[src/rtl/au_pkg.sv]
// Shared definitions for the au instruction sequencer: opcodes, FSM states
// and instruction field positions.
package au_pkg;

  localparam logic [3:0] OP_NOP  = 4'b0000;
  localparam logic [3:0] OP_ADD  = 4'b1000;
  localparam logic [3:0] OP_SUB  = 4'b1001;
  localparam logic [3:0] OP_MOVA = 4'b0100;
  localparam logic [3:0] OP_MOVB = 4'b0101;
  localparam logic [3:0] OP_OUT  = 4'b1101;

  localparam int OP_HI = 7;
  localparam int OP_LO = 4;
  localparam int RD_HI = 3;
  localparam int RD_LO = 2;
  localparam int RS_HI = 1;
  localparam int RS_LO = 0;

  typedef enum logic [1:0] {
    S_IDLE = 2'd0,
    S_IMM  = 2'd1,
    S_EXEC = 2'd2,
    S_OUTW = 2'd3
  } state_t;

  // NOP counts as legal; it simply never reaches EXEC.
  function automatic logic op_legal(input logic [3:0] op);
    case (op)
      OP_NOP, OP_ADD, OP_SUB, OP_MOVA, OP_MOVB, OP_OUT: op_legal = 1'b1;
      default:                                          op_legal = 1'b0;
    endcase
  endfunction

endpackage

[src/rtl/au_regfile.sv]
// Four-entry register file: two asynchronous read ports, one synchronous
// write port, cleared by the asynchronous reset.
module au_regfile #(
  parameter int DW = 8
) (
  input  logic          clk,
  input  logic          rst,
  input  logic [1:0]    ra_addr,
  output logic [DW-1:0] ra_data,
  input  logic [1:0]    rb_addr,
  output logic [DW-1:0] rb_data,
  input  logic          we,
  input  logic [1:0]    wa,
  input  logic [DW-1:0] wd
);

  logic [DW-1:0] regs [4];

  always_ff @(posedge clk or posedge rst) begin
    if (rst) begin
      for (int i = 0; i < 4; i++) regs[i] <= '0;
    end else if (we) begin
      regs[wa] <= wd;
    end
  end

  assign ra_data = regs[ra_addr];
  assign rb_data = regs[rb_addr];

endmodule

[src/rtl/au_seq.sv]
// Multi-cycle instruction sequencer for the 8-bit signed AU: decodes a byte
// stream, drives the AU for one cycle per arithmetic op and writes results back.
module au_seq
  import au_pkg::*;
#(
  parameter int DW    = 8,
  parameter int CNT_W = 16
) (
  input  logic             clk,
  input  logic             rst,
  input  logic             in_valid,
  output logic             in_ready,
  input  logic [7:0]       in_data,
  output logic             au_en,
  output logic [3:0]       au_ac,
  output logic [DW-1:0]    au_a,
  output logic [DW-1:0]    au_b,
  input  logic [DW-1:0]    au_t,
  input  logic             au_gf,
  output logic             out_valid,
  input  logic             out_ready,
  output logic [DW-1:0]    out_data,
  output logic             gf,
  output logic             busy,
  output logic             err,
  output logic [CNT_W-1:0] retired
);

  state_t        state, state_next;
  logic [3:0]    op;
  logic [1:0]    rd, rs;
  logic [DW-1:0] imm;
  logic [DW-1:0] rs_data, rd_data;
  logic [3:0]    in_op;
  logic          in_fire, in_legal, reg_we, retire;

  assign in_op    = in_data[OP_HI:OP_LO];
  assign in_fire  = in_valid & in_ready;
  assign in_legal = op_legal(in_op);

  au_regfile #(.DW(DW)) u_regfile (
    .clk     (clk),
    .rst     (rst),
    .ra_addr (rs),
    .ra_data (rs_data),
    .rb_addr (rd),
    .rb_data (rd_data),
    .we      (reg_we),
    .wa      (rd),
    .wd      (au_t)
  );

  always_ff @(posedge clk or posedge rst) begin
    if (rst) state <= S_IDLE;
    else     state <= state_next;
  end

  always_comb begin
    state_next = state;
    case (state)
      S_IDLE: begin
        if (in_fire) begin
          if (in_op == OP_MOVB)                   state_next = S_IMM;
          else if (in_op == OP_NOP || !in_legal)  state_next = S_IDLE;
          else                                    state_next = S_EXEC;
        end
      end
      S_IMM:   if (in_fire) state_next = S_EXEC;
      S_EXEC:  state_next = (op == OP_OUT) ? S_OUTW : S_IDLE;
      S_OUTW:  if (out_ready) state_next = S_IDLE;
      default: state_next = S_IDLE;
    endcase
  end

  // AU drive is zero outside EXEC so the shared AU output floats.
  always_comb begin
    in_ready = 1'b0;
    au_en    = 1'b0;
    au_ac    = 4'b0000;
    au_a     = '0;
    au_b     = '0;
    busy     = (state != S_IDLE);
    case (state)
      S_IDLE, S_IMM: in_ready = 1'b1;
      S_EXEC: begin
        au_en = 1'b1;
        au_ac = op;
        au_a  = (op == OP_MOVB) ? imm : rs_data;
        au_b  = rd_data;
      end
      default: ;
    endcase
  end

  assign reg_we = (state == S_EXEC) && (op != OP_OUT);
  assign retire = ((state == S_IDLE) && in_fire && (in_op == OP_NOP || !in_legal))
                || reg_we
                || ((state == S_OUTW) && out_ready);

  always_ff @(posedge clk or posedge rst) begin
    if (rst) begin
      op  <= OP_NOP;
      rd  <= '0;
      rs  <= '0;
      imm <= '0;
    end else begin
      if (state == S_IDLE && in_fire) begin
        op <= in_op;
        rd <= in_data[RD_HI:RD_LO];
        rs <= in_data[RS_HI:RS_LO];
      end
      if (state == S_IMM && in_fire) imm <= DW'(in_data);
    end
  end

  always_ff @(posedge clk or posedge rst) begin
    if (rst) begin
      gf        <= 1'b0;
      err       <= 1'b0;
      retired   <= '0;
      out_valid <= 1'b0;
      out_data  <= '0;
    end else begin
      if (state == S_EXEC && op == OP_SUB) gf <= au_gf;
      if (state == S_IDLE && in_fire && !in_legal) err <= 1'b1;
      if (retire && retired != '1) retired <= retired + CNT_W'(1);
      if (state == S_EXEC && op == OP_OUT) begin
        out_valid <= 1'b1;
        out_data  <= au_t;
      end else if (state == S_OUTW && out_ready) begin
        out_valid <= 1'b0;
      end
    end
  end

endmodule

[config.mk]
export PLATFORM = sky130hd
export DESIGN_NAME = au_seq
export DESIGN_NICKNAME = d
export VERILOG_FILES = /design/src/rtl/au_pkg.sv /design/src/rtl/au_regfile.sv /design/src/rtl/au_seq.sv
export SDC_FILE = /design/constraint.sdc
export NUM_CORES = 1
export LEC_CHECK = 0
export ABC_AREA = 1
export CORE_UTILIZATION = 49
export DETAILED_ROUTE_END_ITERATION = 16
export PLACE_DENSITY = 0.75
export SYNTH_ARGS = -nofsm -noshare
export SYNTH_HDL_FRONTEND = slang
export SYNTH_HIERARCHICAL = 1
export SYNTH_SLANG_ARGS = --single-unit
export TNS_END_PERCENT = 5
[constraint.sdc]
create_clock -name clk -period 1.5 [get_ports clk]
set_input_delay 0.375 -clock clk [delete_from_list [all_inputs] [get_ports clk]]
set_output_delay 0.375 -clock clk [all_outputs]
set_load 0.02 [all_outputs]
* Word level (Yosys, flattened, before mapping) *
Index checks and enable logic that the tools add are counted.

storage, ports and cells
  flip-flop bits (word level) = 77
  bits of input ports = 21
  logic and storage cells = 83

operators by class
  equal/unequal tests = 16
  order comparisons = 3
  reduce and logical (&&, ||, !) cells = 21
  bitwise operators = 3
  $add $sub $neg = 1
  multiplexer cells = 25

operators with widths
  operator                 count
  $mux W8                  8
  $bmux W8 S2              2
  $bwmux W32               1
  $eq A4 B4 Y1 const B     5
  $add A16 B1 Y16 const B  1
  $demux W8 S2             1
  $ne A16 B16 Y1 const B   1
  $eq A4 B3 Y1 const B     3
  $mux W2                  6
  $logic_and A1 B1 Y1      10
  $pmux W2 S4              1
  $ge A3 B3 Y1 const B     2
  $ne A2 B2 Y1 const B     3
  $not A2 Y3               2
  $reduce_or A6 Y1         1
  $mux W1                  5
  $eq A2 B2 Y1 const B     2
  $logic_not A4 Y1         1
  $mux W4                  1
  $ne A4 B4 Y1 const B     1
  $reduce_bool A2 Y1       2
  $logic_or A1 B1 Y1       3
  $lt A3 B1 Y1 const B     1
  $reduce_and A3 Y1        1
  other kinds (5)          5

* Depth between registers and ports, before layout *
  depth after elaboration = 9
  depth in mapped cells = 10
  depth with buffers taken out = 9

* Hierarchy *
The synthesis kept the hierarchy.

modules (own cells, without submodules)
  module      area each (um2)  cells an instance  instances
  au_seq      2543.7           344                1
  au_regfile  2057.0           298                1

* Least setup slack after synthesis *
OpenSTA, ideal clock, no wires.

  path kind = register to output
  start = register rd[0]
  end = output au_b[0]
  arrival time = 1.327 ns
  setup slack = -0.202 ns
  cell stages (with the launch flop) = 9
  required time = 1.125 ns
  path through = dfrtp_1 buf_4 inv_2 buf_4 nand2_1 nand3_1 nand2_1 inv_1 nor2_1

on the way
  cells in the longest elaborated chain, start to end = 5

RTL lines
  item                                         line              source
  from (decl)                                  au_seq.sv:31      logic [1:0] rd, rs;
  from (signal assigned)                       au_seq.sv:109     rd <= in_data[RD_HI:RD_LO];
  $not A2 Y3 (not written as such)             au_regfile.sv:28  assign rb_data = regs[rb_addr];
  $bmux W8 S2                                  au_regfile.sv:28
  $mux W8 (not written as such) (2 in series)  au_regfile.sv:28
  via rd_data[0]                               au_seq.sv:33      logic [DW-1:0] rs_data, rd_data;
  $mux W8                                      au_seq.sv:83      case (state)
  to (decl)                                    au_seq.sv:17      output logic [DW-1:0] au_b,

The timed path passes the listed nets, and every way through them passes these cells. The select of a mux whose other input is x is not followed.

* Worst setup path after layout *
  start = register rs[0]
  end = output au_a[7]

on the way
  cells in the longest elaborated chain, start to end = 6

RTL lines
  item                                         line              source
  from (decl)                                  au_seq.sv:31
  from (signal assigned)                       au_seq.sv:110     rs <= in_data[RS_HI:RS_LO];
  $not A2 Y3 (not written as such)             au_regfile.sv:27  assign ra_data = regs[ra_addr];
  $bmux W8 S2                                  au_regfile.sv:27
  $mux W8 (not written as such) (2 in series)  au_regfile.sv:27
  via rs_data[7]                               au_seq.sv:33
  $mux W8                                      au_seq.sv:88      au_a = (op == OP_MOVB) ? imm : rs_data;
  $mux W8                                      au_seq.sv:83
  to (decl)                                    au_seq.sv:16      output logic [DW-1:0] au_a,

The timed path passes the listed nets, and every way through them passes these cells. The select of a mux whose other input is x is not followed.

==> metrics.txt <==
Seq/Total Area, Yosys 41.9%; global-route wire length before repair 21.5 mm; most common flop cell mapped by yosys dfrtp_1; highest clock rate 508 MHz; failing checks setup timing; dpl cell area 6150 sq um; CP endpoint kind output pin; # hold bufs at CTS 0; WS Path Type reg -> out; Post-Place Setup Slack -0.631 ns; Buf/Inv on CP 2; Synth cell types 33; core area 8890 sq um; P&R area growth vs syn 43.8%; Longest Clk Path Bufs 2; standard-cell row count 34; status complete, but fails checks; WP data arrival 1.59 ns; fraction of layout cells with a size suffix above 1 30.2%; clock-pin slew on the worst setup and hold paths 0.08 ns; Tightest Hold Check Type in -> async; number of synthesized register bits 77; worst-case vdd ir drop 948 uV; cell with the most instances after synthesis nand2_1; Syn Area/Cell 7.17 sq um; Synth Warn # 6; antenna violations before repair 0; initial core utilization 51.7%; worst setup margin -0.467 ns; crit-path max FO 8; design area 6620 sq um; max_slew headroom 75.7%; DR pass1 iterations 6; largest net degree at the start of global routing 33; vias in the first global route 4,489; Die Footprint 9780 sq um; TritonCTS clock tree done; DR DRC count 0; Mapped Cells 642; Die X-Extent 98.9 microns; max incr delay on CP 0.46 ns; most used cell, CP nand2_1; Final setup viols 39; ratio of total power to cell area 1630 nW/um^2; Iter 0 DRT Violations 242; total wire length 13.3 mm; vias 4,694; CP max stage cell dfrtp_2; IO Port Bufs 70; Critical R2R Launch state[1]; number of synthesized flops with an enable pin 0; most instantiated cells after synthesis nand2_1, inv_1, dfrtp_1, nand3_1, nor2_1; Root Buffer Master clkbuf_8; DRT antenna net count 0; Final Max Slew Viols 0; WP depth 7; Async SR Flop Fraction 100%; Nets 821; detail-routed net length per standard cell 14.6 microns; final hold vios 0; top cell type's share of synthesized area 41.9%; r2r endpoint u_regfile/regs[0]; delay-heaviest family, CP flip-flops; maxcap violations 0; RSZ-0062 raised after global routing yes; Ports 71; Slew @ Worst Pin 0.362 ns; routability cong. 0.903; Netlist Area Pre-Place 4600 sq um; Vias per Instance 5.15; Area contributors post-synth dfrtp_1, nand2_1, nand3_1, inv_1, nor2_1; dpl hpwl 9.64 mm; GR Util All Layers 27.9%; syn_nets 664; Setup Skew 0.0133 ns; total CTS buffers 9; GRT overflow 0; worst r2r path cells 9; Inst Count DP 888; share of the cycle needed by the critical path after routing 131%; clk sinks 77; startpoint types flip-flop; Die Ht 98.9 microns; Period minus WS final 1.97 ns; Worst Path Required 1.12 ns; cell taking the most area after synthesis dfrtp_1; register-to-register setup slack -0.17 ns; Lkg Pwr 3.54 nW; CTS H-tree lvls 3; Final Non-Filler Cells 912; total power 10.8 mW; fin util 74.4%; number of diodes 0; clk_lat worst skew 0.35 ns; crit-path cells buf_4, nand2_1, nand3_1, nand2_1, o21ai_1, nor2_2, buf_2
[area by class of cell]
type | count | area, sq um
multi-input combinational | 453 | 2420
fill | 702 | 2270
inverter | 91 | 354
timing repair buffer | 166 | 1510
clock buffer | 11 | 151
tap | 108 | 135
clock inverter | 5 | 106
timing repair inverter | 1 | 7.51
sequential | 77 | 1930
[cell families after synthesis]
family | Yosys count | share of synthesized area [%]
multiplexers | 9 | 2.20
adder cells (fa/ha/maj) | 1 | 0.272
XOR/XNOR | 7 | 1.33
AO/OA/AOI/OAI | 39 | 5.03
buffers and inverters | 112 | 10.7
AND/OR/NAND/NOR | 397 | 38.6
flip-flops | 77 | 41.9
[timing repair]
action	in CTS	in global routing
endpoints found under the setup margin	106	89
gates cloned	2	0
resized for setup	207	42
pin swaps	11	13
buffers inserted	4	2
[registers in the layout (all words and copies together), names as in the netlist]
signal / cells
rd: 2
out_valid: 1
u_regfile/regs: 32
retired: 16
gf: 1
op: 4
out_data: 8
rs: 2
state: 2
err: 1
imm: 8
[stage by stage]
step | setup TNS [ns] | hold slack [ns]
2_1_floorplan | -0.882 | 0.442
3_3_place_gp | -17.49 | 0.456
3_5_place_dp | -19.92 | 0.460
4_1_cts | -12.11 | 0.284
5_1_grt | -13.23 | 0.316
6_report | -8.93 | 0.291
[placed cells by master (no fill, tap or decap), types with 13 or more instances in the layout]
cell type,Yosys,final
buf_4,7,83
buf_6,5,26
clkdlybuf4s50_1,0,18
dfrtp_1,77,73
dlygate4sd2_1,0,16
inv_1,83,70
inv_2,8,15
nand2_1,236,228
nand3_1,64,64
nand4_1,22,22
nor2_1,55,27
nor2_2,2,15
nor2_4,2,17
o21ai_2,8,13
[per-layer routing]
metal | GRT usage (%) | routed length [microns]
met5 | 0 | 0
met4 | 10.2 | 215
met3 | 4.47 | 672
met2 | 44.6 | 6430
met1 | 38.3 | 5990
[how the worst max path moves through the flow]
stage	from	endpoint	slack [ns]
5_1_grt	op[2]	au_a[7]	-0.55
3_3_place_gp	op[1]	au_a[1]	-0.53
2_1_floorplan	rs[0]	au_a[0]	-0.05
3_5_place_dp	op[1]	au_a[0]	-0.63
4_1_cts	op[1]	au_a[5]	-0.47
6_report	rs[0]	au_a[7]	-0.47
[report_power, final]
group | switching, mW | leakage [nW] | internal, mW
clock | 0.810 | 0.126 | 1.20
sequential | 0.572 | 0.939 | 2.89
combinational | 3.06 | 2.47 | 2.22
total | 4.44 | 3.54 | 6.31
(Power assumes the default switching activity.)
